[config.mk]
export PLATFORM = sky130hd
export DESIGN_NAME = fetch_pc_unit_flat
export DESIGN_NICKNAME = d
export VERILOG_FILES = /design/src/rtl/fetch_pc_unit_pkg.sv /design/src/rtl/fetch_pc_unit_if.sv /design/src/rtl/fetch_pc_unit_btb_table.sv /design/src/rtl/fetch_pc_unit.sv /design/src/flat_wrapper.sv
export SDC_FILE = /design/constraint.sdc
export NUM_CORES = 1
export LEC_CHECK = 0
export BUFFER_PORTS_ARGS = -buffer_cell sky130_fd_sc_hd__buf_2
export CAP_MARGIN = 15
export CORE_MARGIN = 3
export CORE_UTILIZATION = 30
export CTS_CLUSTER_SIZE = 28
export DETAILED_ROUTE_END_ITERATION = 8
export PLACE_DENSITY = 0.41
export SETUP_SLACK_MARGIN = 0.4
export SLEW_MARGIN = 20
export SYNTH_ARGS = -nofsm -noshare
export SYNTH_HDL_FRONTEND = slang
export SYNTH_HIERARCHICAL = 1
export SYNTH_SLANG_ARGS = --single-unit
export TNS_END_PERCENT = 30
[constraint.sdc]
create_clock -name clk -period 11.95 [get_ports clk]
set_clock_uncertainty 0.2 [all_clocks]
set_input_delay 1.195 -clock clk [delete_from_list [all_inputs] [get_ports clk]]
set_output_delay 1.195 -clock clk [all_outputs]
set_load 0.05 [all_outputs]
[src/rtl/fetch_pc_unit_pkg.sv]
// rtl/fetch_pc_unit_pkg.sv - shared widths, BHT counter encodings and saturating helpers
package fetch_pc_unit_pkg;

    localparam int WORD_SIZE = 16;

    typedef logic [WORD_SIZE-1:0] word_t;

    typedef enum logic [1:0] {
        CNT_SNT = 2'b00,
        CNT_WNT = 2'b01,
        CNT_WT  = 2'b10,
        CNT_ST  = 2'b11
    } bht_cnt_t;

    function automatic logic [1:0] cnt_sat_inc(input logic [1:0] c);
        return (c == 2'(CNT_ST)) ? c : c + 2'b01;
    endfunction

    function automatic logic [1:0] cnt_sat_dec(input logic [1:0] c);
        return (c == 2'(CNT_SNT)) ? c : c - 2'b01;
    endfunction

endpackage

[src/rtl/fetch_pc_unit_if.sv]
// rtl/fetch_pc_unit_if.sv - fetch PC redirect/training/prediction signal bundle
interface fetch_pc_unit_if;
    import fetch_pc_unit_pkg::*;

    logic  stall;
    logic  force_pc;
    word_t force_pc_data;
    logic  upd_valid;
    word_t upd_pc;
    word_t upd_target;
    logic  upd_taken;
    word_t if_pc;
    word_t pred_next_pc;
    logic  pred_taken;
    logic  redirected;

    modport master (
        output stall, force_pc, force_pc_data,
        output upd_valid, upd_pc, upd_target, upd_taken,
        input  if_pc, pred_next_pc, pred_taken, redirected
    );

    modport slave (
        input  stall, force_pc, force_pc_data,
        input  upd_valid, upd_pc, upd_target, upd_taken,
        output if_pc, pred_next_pc, pred_taken, redirected
    );

endinterface

[src/rtl/fetch_pc_unit_btb_table.sv]
// rtl/fetch_pc_unit_btb_table.sv - direct-mapped BTB storage, optional 2-bit BHT under FETCH_BHT_2BIT_EN
module fetch_pc_unit_btb_table
    import fetch_pc_unit_pkg::*;
#(
    parameter int IDX_BITS = 4
) (
    input  logic  clk,
    input  logic  reset_n,
    input  word_t rd_pc,
    output logic  rd_hit,
    output word_t rd_target,
    output logic  rd_dir_ok,
    input  logic  wr_en,
    input  word_t wr_pc,
    input  word_t wr_target,
    input  logic  wr_taken
);

    localparam int ENTRIES  = 1 << IDX_BITS;
    localparam int TAG_BITS = WORD_SIZE - IDX_BITS;

    logic [ENTRIES-1:0]                valid_q, valid_d;
    logic [ENTRIES-1:0][TAG_BITS-1:0]  tag_q, tag_d;
    logic [ENTRIES-1:0][WORD_SIZE-1:0] target_q, target_d;

    logic [IDX_BITS-1:0] rd_idx, wr_idx;
    logic [TAG_BITS-1:0] rd_tag, wr_tag;
    logic                wr_hit;

    assign rd_idx    = rd_pc[IDX_BITS-1:0];
    assign rd_tag    = rd_pc[WORD_SIZE-1:IDX_BITS];
    assign wr_idx    = wr_pc[IDX_BITS-1:0];
    assign wr_tag    = wr_pc[WORD_SIZE-1:IDX_BITS];
    assign rd_hit    = valid_q[rd_idx] && (tag_q[rd_idx] == rd_tag);
    assign rd_target = target_q[rd_idx];
    assign wr_hit    = valid_q[wr_idx] && (tag_q[wr_idx] == wr_tag);

`ifdef FETCH_BHT_2BIT_EN
    logic [ENTRIES-1:0][1:0] cnt_q, cnt_d;
    assign rd_dir_ok = cnt_q[rd_idx][1];
`else
    assign rd_dir_ok = 1'b1;
`endif

    // Training: allocate on taken miss, reinforce on taken hit, weaken or drop on not-taken hit
    always_comb begin
        valid_d  = valid_q;
        tag_d    = tag_q;
        target_d = target_q;
`ifdef FETCH_BHT_2BIT_EN
        cnt_d    = cnt_q;
`endif
        if (wr_en) begin
            if (wr_taken) begin
                valid_d[wr_idx]  = 1'b1;
                tag_d[wr_idx]    = wr_tag;
                target_d[wr_idx] = wr_target;
`ifdef FETCH_BHT_2BIT_EN
                cnt_d[wr_idx]    = wr_hit ? cnt_sat_inc(cnt_q[wr_idx]) : 2'(CNT_WT);
`endif
            end else if (wr_hit) begin
`ifdef FETCH_BHT_2BIT_EN
                cnt_d[wr_idx]    = cnt_sat_dec(cnt_q[wr_idx]);
`else
                valid_d[wr_idx]  = 1'b0;
`endif
            end
        end
    end

    // Valid bits and counters clear asynchronously so a reset invalidates every entry at once
    always_ff @(posedge clk or negedge reset_n) begin
        if (!reset_n) begin
            valid_q <= '0;
`ifdef FETCH_BHT_2BIT_EN
            cnt_q   <= {ENTRIES{2'(CNT_WNT)}};
`endif
        end else begin
            valid_q <= valid_d;
`ifdef FETCH_BHT_2BIT_EN
            cnt_q   <= cnt_d;
`endif
        end
    end

    // Tag and target payload is qualified by valid, so it needs no reset
    always_ff @(posedge clk) begin
        tag_q    <= tag_d;
        target_q <= target_d;
    end

endmodule

[src/rtl/fetch_pc_unit.sv]
// rtl/fetch_pc_unit.sv - IF-stage PC register with BTB next-PC prediction, BHT option FETCH_BHT_2BIT_EN
module fetch_pc_unit
    import fetch_pc_unit_pkg::*;
#(
    parameter int    BTB_IDX_BITS = 4,
    parameter word_t RESET_PC     = '0
) (
    input  logic           clk,
    input  logic           reset_n,
    fetch_pc_unit_if.slave bus
);

    word_t if_pc_q, if_pc_d;
    logic  redirected_q, redirected_d;
    logic  btb_hit, btb_dir_ok, pred_taken;
    word_t btb_target, pred_next_pc;

    fetch_pc_unit_btb_table #(
        .IDX_BITS (BTB_IDX_BITS)
    ) u_btb (
        .clk       (clk),
        .reset_n   (reset_n),
        .rd_pc     (if_pc_q),
        .rd_hit    (btb_hit),
        .rd_target (btb_target),
        .rd_dir_ok (btb_dir_ok),
        .wr_en     (bus.upd_valid),
        .wr_pc     (bus.upd_pc),
        .wr_target (bus.upd_target),
        .wr_taken  (bus.upd_taken)
    );

    assign pred_taken   = btb_hit && btb_dir_ok;
    assign pred_next_pc = pred_taken ? btb_target : if_pc_q + word_t'(1);

    // Next PC: a hazard-unit redirect wins even over a stall, then stall holds, else follow prediction
    always_comb begin
        if_pc_d      = pred_next_pc;
        redirected_d = 1'b0;
        if (bus.force_pc) begin
            if_pc_d      = bus.force_pc_data;
            redirected_d = 1'b1;
        end else if (bus.stall) begin
            if_pc_d      = if_pc_q;
        end
    end

    // Fetch PC and redirect flag registers
    always_ff @(posedge clk or negedge reset_n) begin
        if (!reset_n) begin
            if_pc_q      <= RESET_PC;
            redirected_q <= 1'b0;
        end else begin
            if_pc_q      <= if_pc_d;
            redirected_q <= redirected_d;
        end
    end

    assign bus.if_pc        = if_pc_q;
    assign bus.pred_next_pc = pred_next_pc;
    assign bus.pred_taken   = pred_taken;
    assign bus.redirected   = redirected_q;

endmodule
[src/flat_wrapper.sv]
// flat-port wrapper written by rule: the top's interface ports become plain ports
module fetch_pc_unit_flat import fetch_pc_unit_pkg::*;
#(
    parameter int    BTB_IDX_BITS = 4,
    parameter word_t RESET_PC     = '0
)
  (clk, reset_n, bus_stall, bus_force_pc, bus_force_pc_data, bus_upd_valid, bus_upd_pc, bus_upd_target, bus_upd_taken, bus_if_pc, bus_pred_next_pc, bus_pred_taken, bus_redirected);
  fetch_pc_unit_if bus_i ();
  input  logic clk;
  input  logic reset_n;
  input wire logic [$bits(bus_i.stall)-1:0] bus_stall;
  input wire logic [$bits(bus_i.force_pc)-1:0] bus_force_pc;
  input wire logic [$bits(bus_i.force_pc_data)-1:0] bus_force_pc_data;
  input wire logic [$bits(bus_i.upd_valid)-1:0] bus_upd_valid;
  input wire logic [$bits(bus_i.upd_pc)-1:0] bus_upd_pc;
  input wire logic [$bits(bus_i.upd_target)-1:0] bus_upd_target;
  input wire logic [$bits(bus_i.upd_taken)-1:0] bus_upd_taken;
  output wire logic [$bits(bus_i.if_pc)-1:0] bus_if_pc;
  output wire logic [$bits(bus_i.pred_next_pc)-1:0] bus_pred_next_pc;
  output wire logic [$bits(bus_i.pred_taken)-1:0] bus_pred_taken;
  output wire logic [$bits(bus_i.redirected)-1:0] bus_redirected;
  assign bus_i.stall = bus_stall;
  assign bus_i.force_pc = bus_force_pc;
  assign bus_i.force_pc_data = bus_force_pc_data;
  assign bus_i.upd_valid = bus_upd_valid;
  assign bus_i.upd_pc = bus_upd_pc;
  assign bus_i.upd_target = bus_upd_target;
  assign bus_i.upd_taken = bus_upd_taken;
  assign bus_if_pc = bus_i.if_pc;
  assign bus_pred_next_pc = bus_i.pred_next_pc;
  assign bus_pred_taken = bus_i.pred_taken;
  assign bus_redirected = bus_i.redirected;
  fetch_pc_unit #(.BTB_IDX_BITS(BTB_IDX_BITS), .RESET_PC(RESET_PC)) u_core (.clk(clk), .reset_n(reset_n), .bus(bus_i));
endmodule
==> qor.txt, run 1 <==
RSZ-0062 raised after global routing: false
setup ws final: 3.45 ns
Period Utilization, post-route: 71.1%
CTS Root Cell: clkbuf_16
final-layout fill cell count: 6686
ys flop type: edfxtp_1
Slew HR: 25.4%
Max-Cap Viols: 0
Sw Ratio: 25.4%
post-synthesis cell count: 1114
WL final: 66300 um
r2r worst-path depth: 12
Ports: 88
post-DP HPWL: 38300 um
htree depth: 2
Setup Buffers After CTS: 0
Avg Synthesized Cell Area: 19.2 um2
nets@finish: 1270
Worst Hold Class: reg2reg
worst slew pin tran: 1.11 ns
Longest Clk Path Bufs: 3
Pwr Total: 0.00406 W
CTS tree: built
post-synth top area share: 62.9%
Internal: 0.00303 W
hold_ws: 0.341 ns
drt pass-1 iters: 5
cts repair resizes: 0
Worst EP arrival: 7.10 ns
GRT overflow: 0
number of synthesized register bits: 481
Place WS: 4.08 ns
YS warnings: 6
Post-Syn Area: 0.0214 mm2
vias post-DR: 11900
CP startpoint: u_core/bus.if_pc[0]$_DFFE_PN0P_
Finish-stage setup viols: 0
I/O Buffers: 87
antenna violations before repair: 8
Max Fclk: 118 MHz
# rows: 97
Finished Core Util: 35.1%
register share of total power: 47.7%
vias per std cell: 5.39
Die Area: 0.0746 mm2
Vert. Die Dim: 273 um
Yosys top cell by area: edfxtp_1
gr usage total: 17.8%
Initial DRC Count: 910
CP Capture Point: bus_pred_next_pc[15]
R2R setup slack: 5.07 ns
final hold vios: 0
share of flip-flops with an asynchronous set or reset: 6.86%
Critical Path Start Type: register
core area: 0.0704 mm2
Crit. End Element: output pin
DRC Markers: 0
hold buffer count at CTS: 0
sequential area share after synthesis: 66.7%
number of synthesized flops with an enable pin: 448
Routed WL per cell: 30.1 um
clock power share: 40.0%
Clock transition at path regs: 0.06 ns
largest net degree at the start of global routing: 60
sw power: 0.00103 W
worst ir drop on vdd: 102 uV
initial core utilization: 30.4%
Area growth syn-to-layout: 15.5%
Setup TNS Final: 0 ns
Worst R2R End: u_core/bus.if_pc[1]$_DFFE_PN0P_
max-slew violation count: 0
clk_lat worst skew: 0.61 ns
layout cells sized above 1: 32.6%
Sink Count: 481
min Tclk post-route: 8.50 ns
critical path class: reg2out
die width: 273 um
Required @ worst endpoint: 10.56 ns
status: completed
first-pass GRT wire length: 93700 um
library cells used by synthesis: 65
reg2reg start: u_core/bus.if_pc[0]$_DFFE_PN0P_
CP max FO: 36
Post-DRT Antenna Nets: 0
number of global-route vias before repair: 12100
Pwr per Cell Area: 164 mW/mm2
Post-Syn Nets: 1169
synth top area cells: edfxtp_1, mux4_2, dfrtp_1
combinational share of power: 12.3%
RePlAce Congestion: 0.754
Lkg Pwr: 7.81 nW
CTS Buf Count: 54
-- worst min-delay path by stage --
| stage | end | slack, ns | depth (start not counted) | startpoint |
|---|---|---|---|---|
| 6_report | register | 0.34 | 2 | register |
| 3_3_place_gp | register | 0.32 | 2 | register |
| 4_1_cts | register | 0.34 | 2 | register |
| 5_1_grt | register | 0.37 | 2 | register |
| 3_5_place_dp | register | 0.31 | 2 | register |
| 2_1_floorplan | register | 0.28 | 2 | register |
-- layer usage --
layer	vias up	GRT usage, %	share of wire, %
li1	4942	-	-
met1	6430	25.4	45
met2	405	27.4	46
met3	88	4.32	6.6
met4	6	4.19	2.1
met5	-	0	0.057
-- layout by cell type (no fill, tap or decap), drive strengths merged, types with 5 or more instances in the layout --
master | Yosys | layout
a21oi | 20 | 20
buf | 42 | 115
mux2i | 56 | 56
and3 | 5 | 5
xnor2 | 17 | 17
o41ai | 16 | 16
nand3 | 31 | 31
nand2b | 5 | 5
nor3 | 7 | 7
xor2 | 14 | 14
a31oi | 7 | 7
nor4 | 5 | 5
clkinv | 2 | 24
a22oi | 14 | 14
inv | 4 | 6
a22o | 5 | 5
mux4 | 177 | 177
or4 | 5 | 5
nand4 | 12 | 12
dfrtp | 33 | 33
and2 | 6 | 6
o31ai | 6 | 6
edfxtp | 448 | 448
o21ai | 31 | 31
nor2b | 10 | 10
nor2 | 31 | 31
nand2 | 27 | 27
clkbuf | 28 | 71
-- state kept, by name, indices dropped and copies added (netlist names), named ones only --
signal                 flops
u_core/bus.redirected      1
u_core/bus.if_pc          16
u_core/u_btb/tag_q       192
u_core/u_btb/target_q    256
-- area by class of cell --
cell class,count,area (um2),share of cell area (%)
antenna,3,7.51,0.0304
clock buffer,71,1460,5.89
clock inverter,30,263,1.06
inverter,6,22.5,0.0911
multi-input combinational,557,6840,27.7
sequential,481,14300,57.8
tap,940,1180,4.76
timing repair buffer,115,661,2.67
-- cells by family (layout without fill, tap and decap cells) --
| kind of cell | count (synthesis) | in the layout | share of synthesized area, % |
|---|---|---|---|
| DFF | 481 | 481 | 66.7 |
| adders and majority gates | 1 | 1 | 0.0584 |
| AOI/OAI and AO/OA | 130 | 130 | 4.82 |
| xor gates and xnor gates | 31 | 31 | 1.27 |
| other | 1 | 4 | 0.0175 |
| and+or+nand+nor | 160 | 160 | 3.95 |
| buffers and inverters | 76 | 222 | 1.88 |
| muxes | 234 | 234 | 21.3 |
-- power by group through the flow --
stage          Sequential [W]  Combinational [W]  Clock, W
3_5_place_dp          0.00197           0.000507         0
5_1_grt               0.00194           0.000534   0.00175
2_1_floorplan         0.00196           0.000340         0
4_1_cts               0.00194           0.000509   0.00167
3_3_place_gp          0.00197           0.000511         0
6_report              0.00194           0.000500   0.00163
-- metrics by stage --
step | cell area, um2 | instances
after floorplan | 21400 | 1114
after global placement | 23000 | 2099
after detailed placement | 23000 | 2099
after CTS | 24700 | 2200
after global routing | 24700 | 2201
final | 24700 | 2203
-- cells in the mapped netlist, types with 3 or more instances --
cell type,n
a21o_1,3
a21oi_1,20
a221o_1,3
a221oi_1,4
a22o_1,4
a22oi_1,13
a311o_1,3
a31oi_1,7
and2_1,6
and3_1,5
buf_1,4
buf_2,24
buf_4,6
buf_6,7
clkbuf_1,28
dfrtp_1,33
edfxtp_1,448
inv_1,4
mux2i_1,56
mux4_2,177
nand2_1,27
nand2b_1,5
nand3_1,30
nand4_1,12
nor2_1,31
nor2b_1,10
nor3_1,7
nor3b_1,4
nor4_1,5
o211ai_1,4
o21ai_0,18
o21ai_1,13
o31ai_1,6
o41ai_1,6
o41ai_2,10
or3_1,4
or4_1,5
xnor2_1,17
xor2_1,14
-- critical path, stage by stage, from the launching register on --
cell,delay [ns]
dfrtp_4,0.91
buf_4,0.66
mux4_2,0.60
mux4_2,0.51
xor2_1,0.16
nor4_1,0.83
nand4_1,0.19
nor3_1,0.55
nand2_1,0.63
clkinv_1,0.66
or4_1,0.21
nand3_1,0.20
buf_2,0.29
(Power assumes the default switching activity.)
==> run 2: changes to the inputs <==
- PLACE_DENSITY: 0.41 -> 0.42
- clock period: 11.95 -> 7.7 ns (I/O delays scaled with it)
==> qor.txt, run 2 (synthesis results as in run 1) <==
final hold vios: 0
drt pass-1 iters: 5
Slowest-stage cell, CP: dfrtp_4
Max-Cap Viols: 0
Max Fclk: 152 MHz
# rows: 97
hold buffer count at CTS: 0
RePlAce Congestion: 0.741
vias per std cell: 5.40
clock power share: 39.2%
CTS Buf Count: 55
r2r worst-path depth: 12
worst-path cell chain: mux4_2, mux4_2, xor2_1, nor4_1, nand4_1, nor3_1, nand2_1, buf_4, clkinv_1, nand2_1, o31ai_1, buf_2
nets@finish: 1275
die width: 273 um
setup ws final: 1.11 ns
vias post-DR: 11900
GRT overflow: 0
layout cells sized above 1: 32.4%
Die Area: 0.0746 mm2
Clock transition at path regs: 0.06 ns
DRC Markers: 0
critical path class: reg2out
Finish-stage setup viols: 0
CTS Root Cell: clkbuf_16
Worst R2R End: u_core/bus.if_pc[1]$_DFFE_PN0P_
largest reg by FF count: u_core/u_btb/target_q
status: completed
clk_lat worst skew: 0.61 ns
Setup Buffers After CTS: 0
Ports: 88
RSZ-0062 raised after global routing: false
hold_ws: 0.135 ns
Routed WL per cell: 30.1 um
Area growth syn-to-layout: 15.3%
antenna violations before repair: 5
Longest Clk Path Bufs: 3
core area: 0.0704 mm2
Final Cell Area: 0.0247 mm2
Place WS: 1.59 ns
register share of total power: 48.4%
Critical Path Start Type: register
Sw Ratio: 25.4%
Lkg Pwr: 7.80 nW
Pwr per Cell Area: 253 mW/mm2
first-pass GRT wire length: 94000 um
WL final: 66200 um
initial core utilization: 30.4%
Slew HR: 21.9%
WP buf/inv: 3
htree depth: 2
Sink Count: 481
Period Utilization, post-route: 85.5%
worst slew pin tran: 1.17 ns
most common cell after layout, fill and taps aside: edfxtp_1
Setup TNS Final: 0 ns
placed inst area: 0.0230 mm2
Pwr Total: 0.00623 W
worst ir drop on vdd: 195 uV
Worst Hold Class: in2async
I/O Buffers: 87
Vert. Die Dim: 273 um
Required @ worst endpoint: 6.73 ns
gr usage total: 17.8%
Internal: 0.00465 W
reg2reg start: u_core/bus.if_pc[0]$_DFFE_PN0P_
largest net degree at the start of global routing: 56
Worst EP arrival: 5.62 ns
Crit path max-delay family: simple AND/OR/NAND/NOR gates
Post-DRT Antenna Nets: 0
max-slew violation count: 0
min Tclk post-route: 6.59 ns
CP max FO: 32
number of global-route vias before repair: 12300
most frequent cells in the layout: edfxtp_1, mux4_2, buf_2, clkbuf_16, mux2i_1
combinational share of power: 12.3%
sw power: 0.00158 W
CTS tree: built
number of flip-flops in the largest register: 256
cts repair resizes: 0
Worst path max stage delay: 0.89 ns
Crit. End Element: output pin
post-DP HPWL: 39700 um
Initial DRC Count: 966
R2R setup slack: 2.35 ns
==> run 2: cell types whose count changed in the layout (fill, tap and decap cells not counted), sizes merged, moves of 2 or more <==
cell    change
buf         +4
bufinv      -2
clkbuf      -3
clkinv      +4
diode       -2
==> run 2: layout make-up <==
class                           count  area [um2]
Antenna cell                        1        2.50
Clock buffer                       68        1470
Clock inverter                     30         198
Fill cell                        6652       45700
Inverter                            6        22.5
Multi-Input combinational cell    557        6850
Sequential cell                   481       14300
Tap cell                          940        1180
Timing Repair Buffer              119         678
==> run 2: worst max path at each step <==
stage                     endpoint                       startpoint  cells after the start
2_1_floorplan  bus_pred_next_pc[7]  u_core/bus.if_pc[0]$_DFFE_PN0P_                     12
3_3_place_gp   bus_pred_next_pc[6]  u_core/bus.if_pc[0]$_DFFE_PN0P_                     12
3_5_place_dp   bus_pred_next_pc[6]  u_core/bus.if_pc[0]$_DFFE_PN0P_                     12
4_1_cts        bus_pred_next_pc[6]  u_core/bus.if_pc[0]$_DFFE_PN0P_                     12
5_1_grt        bus_pred_next_pc[6]  u_core/bus.if_pc[0]$_DFFE_PN0P_                     14
6_report       bus_pred_next_pc[7]  u_core/bus.if_pc[0]$_DFFE_PN0P_                     12
==> run 2: metrics by stage <==
step                      instances  util (%)
after floorplan                1114         -
after CTS                      2201      35.1
final                          2202      35.1
after global placement         2103      32.7
after detailed placement       2103      32.7
after global routing           2202      35.1
==> run 2: power by group through the flow <==
stage	clock network (W)	logic (W)	registers, W
4_1_cts	0.00253	0.000779	0.00302
5_1_grt	0.00262	0.000821	0.00303
2_1_floorplan	0	0.000527	0.00304
6_report	0.00244	0.000769	0.00302
3_3_place_gp	0	0.000776	0.00308
3_5_place_dp	0	0.000777	0.00308
==> run 2: worst reg2reg max path, stage by stage (launching register included) <==
cell and delay [ns]:
dfrtp_4 0.89, mux4_2 0.65, mux4_2 0.53, xor2_1 0.17, nor4_1 0.64, nand4_1 0.16, nor3_1 0.59, nand2_1 0.11
buf_4 0.24, clkinv_1 0.39, mux2_2 0.42, mux2i_1 0.15, o21ai_0 0.09
==> run 2: metal layers <==
layer	up-vias	share of wire, %	track usage (%)
met4	2	2.3	4.90
li1	4940	-	-
met3	87	5.7	3.62
met5	-	0.017	0
met1	6485	46	25.4
met2	368	46	27.8
==> run 3: changes to the inputs <==
- PLACE_DENSITY: 0.42 -> 0.57
==> qor.txt, run 3 (synthesis results as in run 1) <==
status: completed
nets@finish: 1266
Area growth syn-to-layout: 15.7%
hold_ws: 0.136 ns
RePlAce Congestion: 0.793
Crit. End Element: output pin
Worst R2R End: u_core/bus.if_pc[1]$_DFFE_PN0P_
core area: 0.0704 mm2
Worst EP arrival: 5.75 ns
Period Utilization, post-route: 87.3%
Vert. Die Dim: 273 um
Routed WL per cell: 27.6 um
gr usage total: 16.0%
CP max FO: 34
most common cell after layout, fill and taps aside: edfxtp_1
CTS Root Cell: clkbuf_16
Worst Hold Class: in2async
# rows: 97
drt pass-1 iters: 5
most frequent cells in the layout: edfxtp_1, mux4_2, buf_2, mux2i_1, clkbuf_16
GRT overflow: 0
max-slew violation count: 0
CP startpoint: u_core/bus.if_pc[0]$_DFFE_PN0P_
CTS Buf Count: 50
hold buffer count at CTS: 0
layout cells sized above 1: 32.3%
register share of total power: 47.4%
number of flip-flops in the largest register: 256
initial core utilization: 30.4%
Longest Clk Path Bufs: 3
die width: 273 um
clock power share: 40.9%
number of global-route vias before repair: 12000
Internal: 0.00482 W
Die Area: 0.0746 mm2
critical path class: reg2out
Critical Path Start Type: register
combinational share of power: 11.7%
final-layout fill cell count: 6602
multi-input logic area: 0.00684 mm2
cts repair resizes: 0
CP Capture Point: bus_pred_next_pc[7]
first-pass GRT wire length: 86300 um
vias post-DR: 11900
Slew HR: 28.1%
Clock transition at path regs: 0.07 ns
htree depth: 2
Required @ worst endpoint: 6.73 ns
final hold vios: 0
antenna violations before repair: 4
RSZ-0062 raised after global routing: false
R2R setup slack: 2.24 ns
Sw Ratio: 24.1%
Initial DRC Count: 1253
Setup TNS Final: 0 ns
Worst path depth: 12
Worst path max stage delay: 0.90 ns
worst slew pin tran: 1.08 ns
Pwr per Cell Area: 257 mW/mm2
Setup Buffers After CTS: 0
r2r worst-path depth: 12
largest net degree at the start of global routing: 60
FF+latch area: 0.0143 mm2
Post-DRT Antenna Nets: 0
Finish-stage setup viols: 0
DRC Markers: 0
Max-Cap Viols: 0
clk_lat worst skew: 0.60 ns
vias per std cell: 5.41
Crit path max-delay family: simple AND/OR/NAND/NOR gates
WL final: 60400 um
CTS tree: built
Max Fclk: 149 MHz
Slowest-stage cell, CP: dfrtp_4
min Tclk post-route: 6.72 ns
largest reg by FF count: u_core/u_btb/target_q
Sink Count: 481
WP buf/inv: 3
worst ir drop on vdd: 162 uV
I/O Buffers: 87
worst-path cell chain: mux4_2, mux4_2, xor2_1, nor4_1, nand4_1, nor3_1, nand2_1, buf_4, clkinv_1, nand2_1, o31ai_1, buf_2
Ports: 88
sw power: 0.00154 W
reg2reg start: u_core/bus.if_pc[0]$_DFFE_PN0P_
Lkg Pwr: 7.81 nW
post-DP HPWL: 35400 um
## run 3: cell count changes in the layout (fill, tap and decap cells not counted)
| cell | before | now |
|---|---|---|
| buf_4 | 33 | 29 |
| bufinv_16 | 2 | 11 |
| clkbuf_1 | 11 | 8 |
| clkbuf_16 | 57 | 51 |
| clkinv_1 | 18 | 14 |
| clkinv_2 | 10 | 2 |
| clkinv_4 | 0 | 2 |
| clkinv_8 | 0 | 2 |
| clkinvlp_4 | 1 | 4 |
| inv_16 | 1 | 0 |
| nor2_1 | 14 | 15 |
| nor2_2 | 1 | 0 |
## run 3: cell type report
cell class,count,share of cell area [%]
diodes,1,0.0101
clock buffers,59,5.28
clock inverters,33,1.88
inverters,6,0.0910
multi-input cells,557,27.6
flip-flops and latches,481,57.7
well taps,940,4.75
repair buffers,115,2.62
## run 3: worst min-delay path by stage
stage                        start  depth (start not counted)                         endpoint
after global routing       reset_n                          1       asynchronous set/reset pin
after global placement    register                          2                         register
after CTS                  reset_n                          1       asynchronous set/reset pin
final                      reset_n                          1       asynchronous set/reset pin
after floorplan            reset_n                          0  u_core/bus.if_pc[0]$_DFFE_PN0P_
after detailed placement  register                          2                         register
## run 3: metal layers
layer	wire [um]	track usage, %	vias up	part of all wire [%]
met5	22	0	-	0.036
met2	30000	26.9	446	50
li1	-	-	4913	-
met1	25400	21.4	6411	42
met4	1230	3.78	4	2.0
met3	3740	3.20	85	6.2
## run 3: power by group through the flow
stage | Combinational, W | Sequential (W) | Clock (W)
floorplan | 0.000527 | 0.00304 | 0
global placement | 0.000747 | 0.00307 | 0
detailed placement | 0.000752 | 0.00307 | 0
CTS | 0.000755 | 0.00301 | 0.00266
global route | 0.000794 | 0.00302 | 0.00276
finish | 0.000747 | 0.00301 | 0.00260
## run 3: per-stage QoR
stage          power, W  worst slack, ns  cell area [um2]  util, %  cells
5_1_grt         0.00657            0.639            24800     35.2   2191
3_3_place_gp    0.00381             1.62            23000     32.6   2099
2_1_floorplan   0.00356             1.81            21400        -   1114
3_5_place_dp    0.00382             1.50            23000     32.6   2099
6_report        0.00636            0.979            24800     35.2   2192
4_1_cts         0.00642            0.850            24800     35.2   2191
